$ cat src/rtl/nim_input_conditioner_if.sv
// nim_input_conditioner_if: channel input, trigger configuration and conditioned outputs of one front-end channel
interface nim_input_conditioner_if #(
  parameter int HIST_LEN  = 8,
  parameter int DELAY_W   = 8,
  parameter int STRETCH_W = 64,
  parameter int CNT_W     = 32
);
  logic                 din;
  logic                 invert;
  logic [HIST_LEN-1:0]  trig_pattern;
  logic [HIST_LEN-1:0]  mask;
  logic [DELAY_W-1:0]   delay;
  logic [STRETCH_W-1:0] stretch;
  logic                 cnt_clear;
  logic                 trig_out;
  logic                 dout;
  logic [CNT_W-1:0]     trig_count;
  modport master (
    output din, invert, trig_pattern, mask, delay, stretch, cnt_clear,
    input  trig_out, dout, trig_count
  );
  modport slave (
    input  din, invert, trig_pattern, mask, delay, stretch, cnt_clear,
    output trig_out, dout, trig_count
  );
endinterface

$ cat src/rtl/nim_input_conditioner.sv
// nim_input_conditioner: sync, invert, masked pattern match, programmable delay and stretch of one input channel
module nim_input_conditioner #(
  parameter int SYNC_STAGES = 2,
  parameter int HIST_LEN    = 8,
  parameter int DELAY_W     = 8,
  parameter int STRETCH_W   = 64,
  parameter int CNT_W       = 32
) (
  input logic clk,
  input logic reset,
  nim_input_conditioner_if.slave io
);
  localparam int DLEN = 2**DELAY_W - 1;
  logic [SYNC_STAGES-1:0] sync_q, sync_d;
  logic [HIST_LEN-1:0]    hist_q, hist_d;
  logic                   trig_q, trig_d;
  logic [DLEN-1:0]        sr_q, sr_d;
  logic [STRETCH_W-1:0]   cnt_q, cnt_d;
  logic [CNT_W-1:0]       count_q, count_d;
  logic                   tap;
  // the delay tap is combinational so a delay change is seen on the very next cycle
  always_comb begin
    sync_d  = {sync_q[SYNC_STAGES-2:0], io.din};
    hist_d  = {hist_q[HIST_LEN-2:0], sync_q[SYNC_STAGES-1] ^ io.invert};
    trig_d  = ((hist_q ^ io.trig_pattern) & io.mask) == '0;
    sr_d    = {sr_q[DLEN-2:0], trig_q};
    tap     = (io.delay == '0) ? trig_q : sr_q[io.delay - 1'b1];
    cnt_d   = tap ? ((io.stretch == '0) ? STRETCH_W'(1) : io.stretch)
                  : ((cnt_q != '0) ? cnt_q - 1'b1 : cnt_q);
    count_d = io.cnt_clear ? '0 : ((tap && count_q != '1) ? count_q + 1'b1 : count_q);
  end
  always_ff @(posedge clk) begin
    if (reset) begin
      sync_q  <= '0;
      hist_q  <= '0;
      trig_q  <= 1'b0;
      sr_q    <= '0;
      cnt_q   <= '0;
      count_q <= '0;
    end else begin
      sync_q  <= sync_d;
      hist_q  <= hist_d;
      trig_q  <= trig_d;
      sr_q    <= sr_d;
      cnt_q   <= cnt_d;
      count_q <= count_d;
    end
  end
  assign io.trig_out   = tap;
  assign io.dout       = cnt_q != '0;
  assign io.trig_count = count_q;
endmodule

$ cat src/flat_wrapper.sv
// flat-port wrapper written by rule: the top's interface ports become plain ports
module nim_input_conditioner_flat 
#(
  parameter int SYNC_STAGES = 2,
  parameter int HIST_LEN    = 8,
  parameter int DELAY_W     = 8,
  parameter int STRETCH_W   = 64,
  parameter int CNT_W       = 32
)
  (clk, reset, io_din, io_invert, io_trig_pattern, io_mask, io_delay, io_stretch, io_cnt_clear, io_trig_out, io_dout, io_trig_count);
  nim_input_conditioner_if #(.HIST_LEN(HIST_LEN), .DELAY_W(DELAY_W), .STRETCH_W(STRETCH_W), .CNT_W(CNT_W)) io_i ();
  input logic clk;
  input logic reset;
  input wire logic [$bits(io_i.din)-1:0] io_din;
  input wire logic [$bits(io_i.invert)-1:0] io_invert;
  input wire logic [$bits(io_i.trig_pattern)-1:0] io_trig_pattern;
  input wire logic [$bits(io_i.mask)-1:0] io_mask;
  input wire logic [$bits(io_i.delay)-1:0] io_delay;
  input wire logic [$bits(io_i.stretch)-1:0] io_stretch;
  input wire logic [$bits(io_i.cnt_clear)-1:0] io_cnt_clear;
  output wire logic [$bits(io_i.trig_out)-1:0] io_trig_out;
  output wire logic [$bits(io_i.dout)-1:0] io_dout;
  output wire logic [$bits(io_i.trig_count)-1:0] io_trig_count;
  assign io_i.din = io_din;
  assign io_i.invert = io_invert;
  assign io_i.trig_pattern = io_trig_pattern;
  assign io_i.mask = io_mask;
  assign io_i.delay = io_delay;
  assign io_i.stretch = io_stretch;
  assign io_i.cnt_clear = io_cnt_clear;
  assign io_trig_out = io_i.trig_out;
  assign io_dout = io_i.dout;
  assign io_trig_count = io_i.trig_count;
  nim_input_conditioner #(.SYNC_STAGES(SYNC_STAGES), .HIST_LEN(HIST_LEN), .DELAY_W(DELAY_W), .STRETCH_W(STRETCH_W), .CNT_W(CNT_W)) u_core (.clk(clk), .reset(reset), .io(io_i));
endmodule
$ cat config.mk
export PLATFORM = sky130hd
export DESIGN_NAME = nim_input_conditioner_flat
export DESIGN_NICKNAME = d
export VERILOG_FILES = /design/src/rtl/nim_input_conditioner_if.sv /design/src/rtl/nim_input_conditioner.sv /design/src/flat_wrapper.sv
export SDC_FILE = /design/constraint.sdc
export NUM_CORES = 1
export LEC_CHECK = 0
export CORE_MARGIN = 5
export CORE_UTILIZATION = 60
export DETAILED_ROUTE_END_ITERATION = 8
export HOLD_SLACK_MARGIN = 0.06
export PLACE_DENSITY = 0.82
export SETUP_SLACK_MARGIN = 0.3
export SLEW_MARGIN = 15
export SYNTH_ARGS = -nofsm -noshare
export SYNTH_HDL_FRONTEND = slang
export SYNTH_SLANG_ARGS = --single-unit
$ cat constraint.sdc
create_clock -name clk -period 15.7 [get_ports clk]
set_input_delay 3.14 -clock clk [delete_from_list [all_inputs] [get_ports clk]]
set_output_delay 3.14 -clock clk [all_outputs]
set_load 0.02 [all_outputs]
# Word level (Yosys, flattened, before mapping)
# Index checks and enable logic that the tools add are counted.
[classes] n_bitwise=3 n_mux=6 n_reduce_logical=7 addsub=3 n_lt_le_gt_ge=1 n_eq_ne=1
[op_table] op="$mux 64" n=3
[op_table] op="$logic_not 64->1" n=1
[op_table] op="$reduce_bool 64->1" n=1
[op_table] op="$sub 64x1->64 const B" n=1
[op_table] op="$add 32x1->32 const B" n=1
[op_table] op="$ne 32x32->1 const B" n=1
[op_table] op="$logic_not 8->1" n=2
[op_table] op="$lt 8x9->1 const B" n=1
[op_table] op="$and 8x8->8" n=1
[op_table] op="$bmux 1 s8" n=1
[op_table] op="$sub 8x1->8 const B" n=1
[op_table] op="$xor 8x8->8" n=1
[op_table] op="$mux 1" n=2
[op_table] op="$reduce_bool 2->1" n=1
[op_table] op="$reduce_or 2->1" n=1
[op_table] op="$logic_and 1x1->1" n=1
[op_table] op="$xor 1x1->1" n=1
[totals] word_cells=27 out_inout_bits=34 register_bits=362 input_bits=93

# Longest topological paths before layout
# Gate-level depths: netlist of the first run.
[depth] depth_word=5 ltp_mapped=20 ltp_nobuf=12

# Least setup slack after synthesis of the first run
# OpenSTA, ideal clock, no wires.
[synth_path] path_type="in2out" startpoint="in io_delay[0]" endpoint="out io_trig_out" n_path_buf=7 t_arrival_ps=7143 slack_ps=5417 cell_stages=17 t_required_ps=12560 path_cell_list="clkbuf_1 buf_2 buf_2 clkinv_1 ha_1 buf_2 xor2_1 buf_2 mux4_2 mux2i_1 nor2_1 o31ai_1 o22ai_1 o21ai_1 inv_2 buf_2 buf_1"
[synth_via] elab_chain_len=4 elab_cells_between_ends=5 classes_between="add/sub (1); mux (3); reduce/logical (1)"
[synth_lines] element="start, declared" line="flat_wrapper.sv:18" text="input wire logic [$bits(io_i.delay)-1:0] io_delay;"
[synth_lines] element="$sub 8x1->8" line="nim_input_conditioner.sv:27" text="tap = (io.delay == '0) ? trig_q : sr_q[io.delay - 1'b1];"
[synth_lines] element="$bmux 1 s8" line="nim_input_conditioner.sv:27"
[synth_lines] element="$mux 1 (not written as such)" line="nim_input_conditioner.sv:27"
[synth_lines] element="$mux 1 *" line="nim_input_conditioner.sv:27"
[synth_lines] element="end, declared" line="flat_wrapper.sv:21" text="output wire logic [$bits(io_i.trig_out)-1:0] io_trig_out;"
# Mark *: on every way between the ends. The rest lies on a longest branch, timed or not. The select of a mux whose other input is x is not followed.

# Final worst setup path of the first run
[layout_path] startpoint="in io_delay[1]" endpoint="out io_trig_out"
# The elaborated chain is that of the path after synthesis.

==> results.md, run 1 <==
* Worst-case reg-to-reg path depth at 9
* Vias in the first global route at 10,892
* Post-DRT Antenna Nets at 0
* Mapped Area at 14,860 um2
* Crit path max fanout at 67
* Hold path depth at 1
* Starting density of the core at 61.10%
* EDFF count, synth at 0
* Slew Viols, Final at 0
* Hold/Removal Path Class: reg -> reg
* DR WL/cell at 18.11 um
* CTS tree: yes
* Antenna fix cells at 0
* RSZ-0062 raised after global routing: no
* Final WL at 33.85 mm
* Grt ovf at 0
* Final Instance Area at 17,450 um2
* Nets@finish at 1,617
* Max clock buf depth at 3
* Fin cells at 1,869
* Pwr Density at 118.1 nW/um2
* Primary FF master, synth: dfxtp_1
* Critical Path Source Type: input pin
* Crit-path slowest cell: ha_2
* Worst-Skew Late Latency at 520 ps
* Leakage at 6.363 nW
* Largest net degree at the start of global routing at 105
* Worst path bufs/invs at 6
* PortBufs at 126
* Core area at 24,320 um2
* Final GP Congestion at 0.8644
* Std cell rows at 57
* Reg2reg start: u_core.cnt_q[7]$_SDFFE_PP0P_
* Placed cell area at 16,250 um2
* Crit path max-delay family: buffers and inverters
* Stages on the worst setup path at 14
* Min-delay src: u_core.sync_q[0]$_SDFF_PP0_
* Post-CTS setup repair buffer count at 0
* Die extent in y at 167.4 um
* Final setup viols at 0
* DR vias/cell at 5.884
* Crit path launch: io_delay[1]
* Vias at 10,997
* Root buffer cell: clkbuf_16
* Setup CP Type: in -> out
* Min Tclk post-route at 11,460 ps
* YS warnings at 0
* Clock Skew at 12.50 ps
* Starting DRT DRC Count at 940
* CTS buffer count at 37
* Seq/Total Area, Yosys at 48.77%
* Area Growth Syn to Fin at 17.46%
* Post-CTS Resized at 0
* Worst Max-Slew Pin Slew at 1098 ps
* Worst EP arrival at 8320 ps
* Synth area leaders: dfxtp_1, nor2b_1, mux4_2, xnor2_1, o31ai_1
* Critical Path End Type: output port
* Cell Chain, Critical Path: clkdlybuf4s50_1, inv_1, ha_2, buf_4, mux2_2, nand2_1, a21oi_1, o311a_1, o311ai_0, o22ai_1, o21ai_4, buf_4, clkinv_2, clkdlybuf4s50_1
* DRT Pass-1 Iters at 6
* Clk slew on worst S/H paths at 60 ps
* Fin Setup TNS at 0 ps
* Peak VDD IR at 0.00009701 V
* F_max at 87.23 MHz
* Die area at 28,010 um2
* Cells after Synth at 1,440
* Share of layout cells above drive strength 1 at 11.13%
* Syn Area/Cell at 10.32 um2
* Clk sinks at 362
* Dpl hpwl at 22.18 mm
* Die width at 167.4 um
* Post-synth ARST share at 0%
* Overall Power at 2.061 mW
* Hold Buf Count CTS at 0
* Run status: finished clean
* Final Hold Viols at 0
* Tcrit/Tclk final at 73.02%
* DRC errors left at 0
* First-pass GRT wire length at 55.23 mm
* Max_slew headroom at 26.26%
* Distinct cells, synth at 69
* Initial antenna violation count at 0
* CTS HTree Levels at 2
* Max Cap Viol at 0
* Mapped Nets at 1,536
* Post-synth top area cell: dfxtp_1
* Post-synth top area share at 48.77%
* Critical Path RT at 12,560 ps
* Largest stage delay, worst path at 700 ps
* Tot GR Track Use at 23.52%
* Cells after DPL at 1,806
* Ports at 127
* Synthesized flop and latch total at 362
==> final timing paths <==
kind	end	slack, ps
worst max-delay path	io_trig_out	4240
worst min-delay path	u_core.sync_q[1]$_SDFF_PP0_	440
worst max register to register	u_core.cnt_q[53]$_SDFFE_PP0P_	11150
worst min register to register	u_core.sync_q[1]$_SDFF_PP0_	440
==> placed cells by master, fill, tap and decap left out, types with 20 or more instances in the layout <==
cell type / count
nand3_1: 56
dfxtp_1: 362
clkbuf_16: 39
xnor2_1: 41
a31o_2: 20
nand2_1: 70
nor2_1: 59
mux4_2: 60
mux2i_1: 26
nor2b_1: 267
a21oi_1: 37
xor2_1: 30
or3_1: 23
nor3_1: 40
nor4_1: 32
o31ai_1: 38
o21ai_0: 21
clkdlybuf4s50_1: 124
==> flip-flops by register name (all words and copies together) (netlist names) <==
signal / cells
u_core.io.trig_count: 32
u_core.sync_q: 2
u_core.hist_q: 8
u_core.sr_q: 255
u_core.trig_q: 1
u_core.cnt_q: 64
==> cells by family after synthesis <==
kind of cell / synth area share, %
buffers and inverters: 2.796
AND/OR/NAND/NOR: 24.47
adder cells (fa/ha/maj): 0.2526
AO/OA/AOI/OAI: 8.092
flip-flops: 48.77
multiplexers: 11.38
XOR/XNOR: 4.244
==> Yosys cell counts (9+ instances only) <==
cell type and instances:
dfxtp_1 362, nor2b_1 267, clkbuf_1 71, nand2_1 70, mux4_2 60, nor2_1 60
nand3_1 56, xnor2_1 41, nor3_1 40, o31ai_1 38, a21oi_1 37, nor4_1 32
xor2_1 31, mux2i_1 26, or3_1 23, o21ai_0 21, a31o_2 20, or4_1 19
buf_2 17, and3_1 14, nand4_1 11, o22ai_1 11, nand2b_1 9
==> per-stage QoR <==
step	hold slack (ps)	worst slack (ps)	utilization, %
after floorplan	413.8	5417	-
after global placement	420.1	4255	66.81
after detailed placement	431.1	4211	66.81
after CTS	444.8	4214	71.75
after global routing	458.0	3831	71.77
final	437.4	4236	71.77
==> report_power, final <==
part           leakage (nW)  internal (mW)  switching, mW
clock network         0.599          0.516          0.343
registers              2.93          0.943         0.0234
logic                  2.84          0.101          0.134
==> cell type report <==
type | instances | area, um2
well taps | 324 | 405.4
inverters | 9 | 35.03
clock inverters | 7 | 63.81
clock buffers | 56 | 1140
fillers | 1730 | 6867
repair buffers | 135 | 1330
multi-input cells | 976 | 7232
flip-flops and latches | 362 | 7247
==> per-layer routing <==
layer	GRT usage, %	share of wire, %	vias to the layer above
met4	5.081	1.6	0
li1	-	-	5305
met1	33.45	46	5286
met2	37.57	46	356
met5	0	0	-
met3	4.880	6.3	50
No activity file was read; power rests on OpenSTA's default activity.
==> inputs of run 2 (changes only) <==
--- a/config.mk
+++ b/config.mk
@@ -6,10 +6,10 @@
 export NUM_CORES = 1
 export LEC_CHECK = 0
 export CORE_MARGIN = 5
-export CORE_UTILIZATION = 60
+export CORE_UTILIZATION = 52
 export DETAILED_ROUTE_END_ITERATION = 8
 export HOLD_SLACK_MARGIN = 0.06
-export PLACE_DENSITY = 0.82
+export PLACE_DENSITY = 0.76
 export SETUP_SLACK_MARGIN = 0.3
 export SLEW_MARGIN = 15
 export SYNTH_ARGS = -nofsm -noshare
==> constraint.sdc (replaced) <==
create_clock -name clk -period 9.8 [get_ports clk]
set_input_delay 1.96 -clock clk [delete_from_list [all_inputs] [get_ports clk]]
set_output_delay 1.96 -clock clk [all_outputs]
set_load 0.02 [all_outputs]
==> run 2 against run 1 <==
Against the previous run:
- non-clock buffer count increased by 3
- wire length decreased by 1.1%
- first-iteration DRC count decreased by 18%
- combinational power increased by 61%
- power increased by 66%
- worst setup slack got worse by 2900 ps
- critical endpoint unchanged
- utilization decreased by 8.7 points
- global-route usage decreased by 2.9 points
- critical path type unchanged
- largest power group unchanged
- via count decreased by 0.75%
- cell count increased by 3.4%
==> results.md, run 2 (synthesis results as in run 1) <==
* Min-delay src: u_core.sync_q[0]$_SDFF_PP0_
* Hold/Removal Path Class: reg -> reg
* Max Cap Viol at 0
* Largest net degree at the start of global routing at 105
* Worst setup margin at 1342 ps
* Reg2reg start: u_core.cnt_q[7]$_SDFFE_PP0P_
* Post-CTS Resized at 0
* Run status: finished clean
* First-pass GRT wire length at 54.70 mm
* DR vias/cell at 5.649
* Post-DRT Antenna Nets at 0
* Largest stage delay, worst path at 880 ps
* DR WL/cell at 17.33 um
* CTS buffer count at 38
* Final Hold Slack at 452.8 ps
* Commonest non-fill, non-tap cell in the layout: dfxtp_1
* Final WL at 33.48 mm
* Final GP Congestion at 0.8585
* Root buffer cell: clkbuf_16
* Vias in the first global route at 10,760
* Worst-Skew Late Latency at 530 ps
* Final Hold Viols at 0
* Critical Path Source Type: input pin
* Worst Max-Slew Pin Slew at 1126 ps
* Fin cells at 1,932
* DRT Pass-1 Iters at 5
* Switching Fraction at 24.42%
* Clk pwr share at 43.8%
* Starting DRT DRC Count at 772
* Clk slew on worst S/H paths at 60 ps
* Max reg flops at 255
* Die width at 179.0 um
* Cell mode on critical path: buf_4
* Max_slew headroom at 24.41%
* Largest register by flop count: u_core.sr_q
* Antenna fix cells at 0
* Hold Buf Count CTS at 0
* Max clock buf depth at 3
* Pwr Density at 194.0 nW/um2
* Post-place setup slack at 1313 ps
* CTS HTree Levels at 2
* PortBufs at 126
* Cells after DPL at 1,863
* Peak VDD IR at 0.0001598 V
* Post-CTS setup repair buffer count at 0
* Gate power share at 11.0%
* CTS tree: yes
* Slew Viols, Final at 0
* Tot GR Track Use at 20.62%
* Clock Skew at 16.69 ps
* Final setup viols at 0
* Hold path depth at 1
* Cell Chain, Critical Path: buf_4, clkinv_1, ha_2, buf_4, mux2_2, nand2_1, a21oi_1, o311a_1, o311ai_0, o22ai_1, o21ai_4, clkinv_2, clkdlybuf4s50_1
* Die area at 32,060 um2
* Worst EP arrival at 6500 ps
* Overall Power at 3.427 mW
* Final Instance Area at 17,660 um2
* Core area at 28,010 um2
* Seq pwr share at 45.2%
* Share of layout cells above drive strength 1 at 11.71%
* Leakage at 6.426 nW
* Area Growth Syn to Fin at 18.87%
* Setup CP Type: in -> out
* Post-route core utilization at 63.06%
* Crit-path slowest cell: ha_2
* Critical Path End Type: output port
* Worst-case reg-to-reg path depth at 9
* Die extent in y at 179.0 um
* F_max at 118.2 MHz
* Crit path launch: io_delay[0]
* Grt ovf at 0
* Tcrit/Tclk final at 86.30%
* Placed cell area at 16,340 um2
* Nets@finish at 1,621
* Crit path max fanout at 27
* DRC errors left at 0
* Reg2reg setup slack at 5220 ps
* P_sw at 0.8370 mW
* Pint at 2.590 mW
* Clk sinks at 362
* Ports at 127
* Vias at 10,914
* Dpl hpwl at 22.14 mm
* RSZ-0062 raised after global routing: no
* Critical Path RT at 7840 ps
* Fin Setup TNS at 0 ps
* Min Tclk post-route at 8458 ps
* Initial antenna violation count at 0
* Most frequent cells in the layout: dfxtp_1, nor2b_1, clkdlybuf4s50_1
* Starting density of the core at 53.05%
* Std cell rows at 61
[run 2: cell types whose count changed in the layout (fill, tap and decap cells not counted)]
cell	previous run	this run
clkbuf_8	11	6
clkinv_8	0	1
clkbuf_1	7	6
clkbuf_16	39	38
inv_6	1	2
bufinv_16	1	6
clkinvlp_4	0	2
clkinv_2	6	8
clkinv_4	0	2
buf_4	10	13
[run 2: final timing paths]
check                                       end
setup / recovery                    io_trig_out
hold / removal      u_core.sync_q[1]$_SDFF_PP0_
setup reg to reg  u_core.cnt_q[16]$_SDFFE_PP0P_
hold reg to reg     u_core.sync_q[1]$_SDFF_PP0_
[run 2: area by class of cell]
cell class | count | area (um2)
clock buffer | 49 | 1042
inverter | 9 | 35.03
multi-input combinational | 976 | 7232
tap | 378 | 473.0
timing repair buffer | 138 | 1353
clock inverter | 20 | 281.5
sequential | 362 | 7247
fill | 2217 | 10350
[run 2: power by group through the flow]
stage | clock network, mW | registers (mW) | logic, mW
global placement | 0 | 1.58 | 0.368
floorplan | 0 | 1.57 | 0.269
finish | 1.50 | 1.55 | 0.378
global route | 1.59 | 1.55 | 0.415
CTS | 1.53 | 1.55 | 0.377
detailed placement | 0 | 1.58 | 0.374
[run 2: routing by layer]
layer	vias up	GRT usage, %	part of all wire (%)
met5	-	0	0
met4	0	5.245	1.5
met3	46	3.501	6.2
met2	280	33.26	46
met1	5281	28.99	46
li1	5307	-	-
[run 2: critical path: cells and delay by family]
kind,cells,cell delay [ps]
buffers and inverters,5,2010
AOI/OAI and AO/OA,5,1180
adders and majority gates,1,880
muxes,1,370
and+or+nand+nor,1,60
==> inputs of run 3 (changes only) <==
--- a/config.mk
+++ b/config.mk
@@ -5,10 +5,10 @@
 export SDC_FILE = /design/constraint.sdc
 export NUM_CORES = 1
 export LEC_CHECK = 0
-export CORE_MARGIN = 5
 export CORE_UTILIZATION = 52
 export DETAILED_ROUTE_END_ITERATION = 8
 export HOLD_SLACK_MARGIN = 0.06
+export MAX_ROUTING_LAYER = met4
 export PLACE_DENSITY = 0.76
 export SETUP_SLACK_MARGIN = 0.3
 export SLEW_MARGIN = 15
==> run 3 against run 2 <==
Against the previous run:
- worst hold slack better by 4.1 ps
- worst setup slack got worse by 110 ps
- sequential power hardly changed
- clock power decreased by 5%
- design area fell by 0.33%
- critical endpoint unchanged
- largest cell class unchanged
==> results.md, run 3 (synthesis results as in run 1) <==
* Run status: finished clean
* Final setup viols at 0
* Hold Buf Count CTS at 0
* Post-CTS Resized at 0
* Grt ovf at 0
* Met3 WL at 1.853 mm
* Clk slew on worst S/H paths at 60 ps
* Nets@finish at 1,623
* Critical Path RT at 7840 ps
* Share of layout cells above drive strength 1 at 11.65%
* Final WL at 34.10 mm
* Leakage at 6.412 nW
* Peak VDD IR at 0.0001438 V
* Max_slew headroom at 32.13%
* Post-place setup slack at 1191 ps
* Worst-case reg-to-reg path depth at 9
* Fin Setup TNS at 0 ps
* F_max at 116.7 MHz
* Max reg flops at 255
* Crit path max fanout at 32
* Largest net degree at the start of global routing at 127
* Post-DRT Antenna Nets at 0
* Starting density of the core at 53.19%
* CTS tree: yes
* Ports at 127
* Tcrit/Tclk final at 87.41%
* CTS buffer count at 38
* Hold path depth at 1
* Slew Viols, Final at 0
* Min Tclk post-route at 8566 ps
* Die extent in y at 171.0 um
* RR Endpoint: u_core.cnt_q[13]$_SDFFE_PP0P_
* Root buffer cell: clkbuf_16
* First-pass GRT wire length at 54.47 mm
* Worst Hold Endpoint: u_core.sr_q[254]$_SDFF_PP0_
* Vias in the first global route at 10,532
* Die width at 171.0 um
* Pwr Density at 191.1 nW/um2
* Post-CTS setup repair buffer count at 0
* Initial antenna violation count at 0
* Crit path launch: io_delay[0]
* Largest register by flop count: u_core.sr_q
* RSZ-0062 raised after global routing: no
* Most frequent cells in the layout: dfxtp_1, nor2b_1, clkdlybuf4s50_1
* PortBufs at 126
* CTS HTree Levels at 2
* Tot GR Track Use at 24.04%
* Crit-path slowest cell: xor2_4
* Final Hold Viols at 0
* Reg2reg setup slack at 5210 ps
* Area Growth Syn to Fin at 18.48%
* Die area at 29,250 um2
* Clock Skew at 19.16 ps
* Cell Chain, Critical Path: buf_4, clkinv_1, ha_2, xor2_4, buf_4, mux4_2, nand2_1, a21oi_1, nor4bb_1, o311ai_1, o21ai_4, clkinv_2, clkdlybuf4s50_1
* Worst EP arrival at 6610 ps
* Antenna fix cells at 0
* Max Cap Viol at 0
* Largest stage delay, worst path at 690 ps
* Metal2 WL at 15.35 mm
* DRT Pass-1 Iters at 5
* Reg2reg start: u_core.cnt_q[11]$_SDFFE_PP0P_
* Std cell rows at 61
* Setup CP Type: in -> out
* Worst setup margin at 1234 ps
* DRC errors left at 0
* Commonest non-fill, non-tap cell in the layout: dfxtp_1
* Clk sinks at 362
* Worst Max-Slew Pin Slew at 1018 ps
* Starting DRT DRC Count at 847
* Max clock buf depth at 3
* Dpl hpwl at 22.21 mm
* DR WL/cell at 17.65 um
* Final GP Congestion at 0.8538
* Core area at 27,930 um2
* Critical Path End Type: output port
* Worst-Skew Late Latency at 530 ps
* Hold/Removal Path Class: reg -> reg
* Min-delay src: u_core.sr_q[253]$_SDFF_PP0_
* Vias at 10,966
* DR vias/cell at 5.676
* M1 WL at 16.00 mm
* Cell mode on critical path: buf_4
* Max Used Layer: met4
* Critical Path Source Type: input pin
[run 3: routing by layer]
metal / up-vias / global-route usage [%]
li1: 5297 / -
met1: 5275 / 32.30
met2: 319 / 37.17
met3: 75 / 3.331
met4: 0 / 8.385
met5: - / -
[run 3: cell type report]
type / count / area (um2)
well taps: 378 / 473.0
flip-flops and latches: 362 / 7247
clock inverters: 14 / 163.9
fillers: 2245 / 10330
multi-input cells: 976 / 7232
clock buffers: 53 / 1087
inverters: 9 / 35.03
repair buffers: 140 / 1368
[run 3: metrics by stage]
| stage | power, mW | hold WS (ps) | instances | area, um2 | utilization [%] |
|---|---|---|---|---|---|
| 6_report | 3.364 | 456.9 | 1932 | 17610 | 63.03 |
| 5_1_grt | 3.486 | 472.5 | 1932 | 17610 | 63.03 |
| 4_1_cts | 3.386 | 454.3 | 1932 | 17600 | 63.02 |
| 3_5_place_dp | 1.955 | 437.5 | 1865 | 16350 | 58.54 |
| 3_3_place_gp | 1.947 | 431.8 | 1865 | 16350 | 58.54 |
| 2_1_floorplan | 1.841 | 413.8 | 1440 | 14860 | - |
[run 3: how the worst max path moves through the flow]
stage	endpoint	slack [ps]	cells after the start
global placement	io_trig_out	1280	13
detailed placement	io_trig_out	1190	13
global route	io_trig_out	950	13
CTS	io_trig_out	1210	13
finish	io_trig_out	1230	13
floorplan	io_trig_out	1880	17
[run 3: where the power goes]
| group | switching (mW) | internal, mW |
|---|---|---|
| sequential | 0.0375 | 1.51 |
| clock | 0.578 | 0.856 |
| combinational | 0.218 | 0.164 |
| total | 0.833 | 2.53 |
[run 3: critical path, delay by kind of cell]
kind            cells  cell delay [ps]
fa+ha+maj           1              420
compound gates      3              610
mux                 1              520
buf+inv             5             1960
simple gates        2              410
xor+xnor            1              690
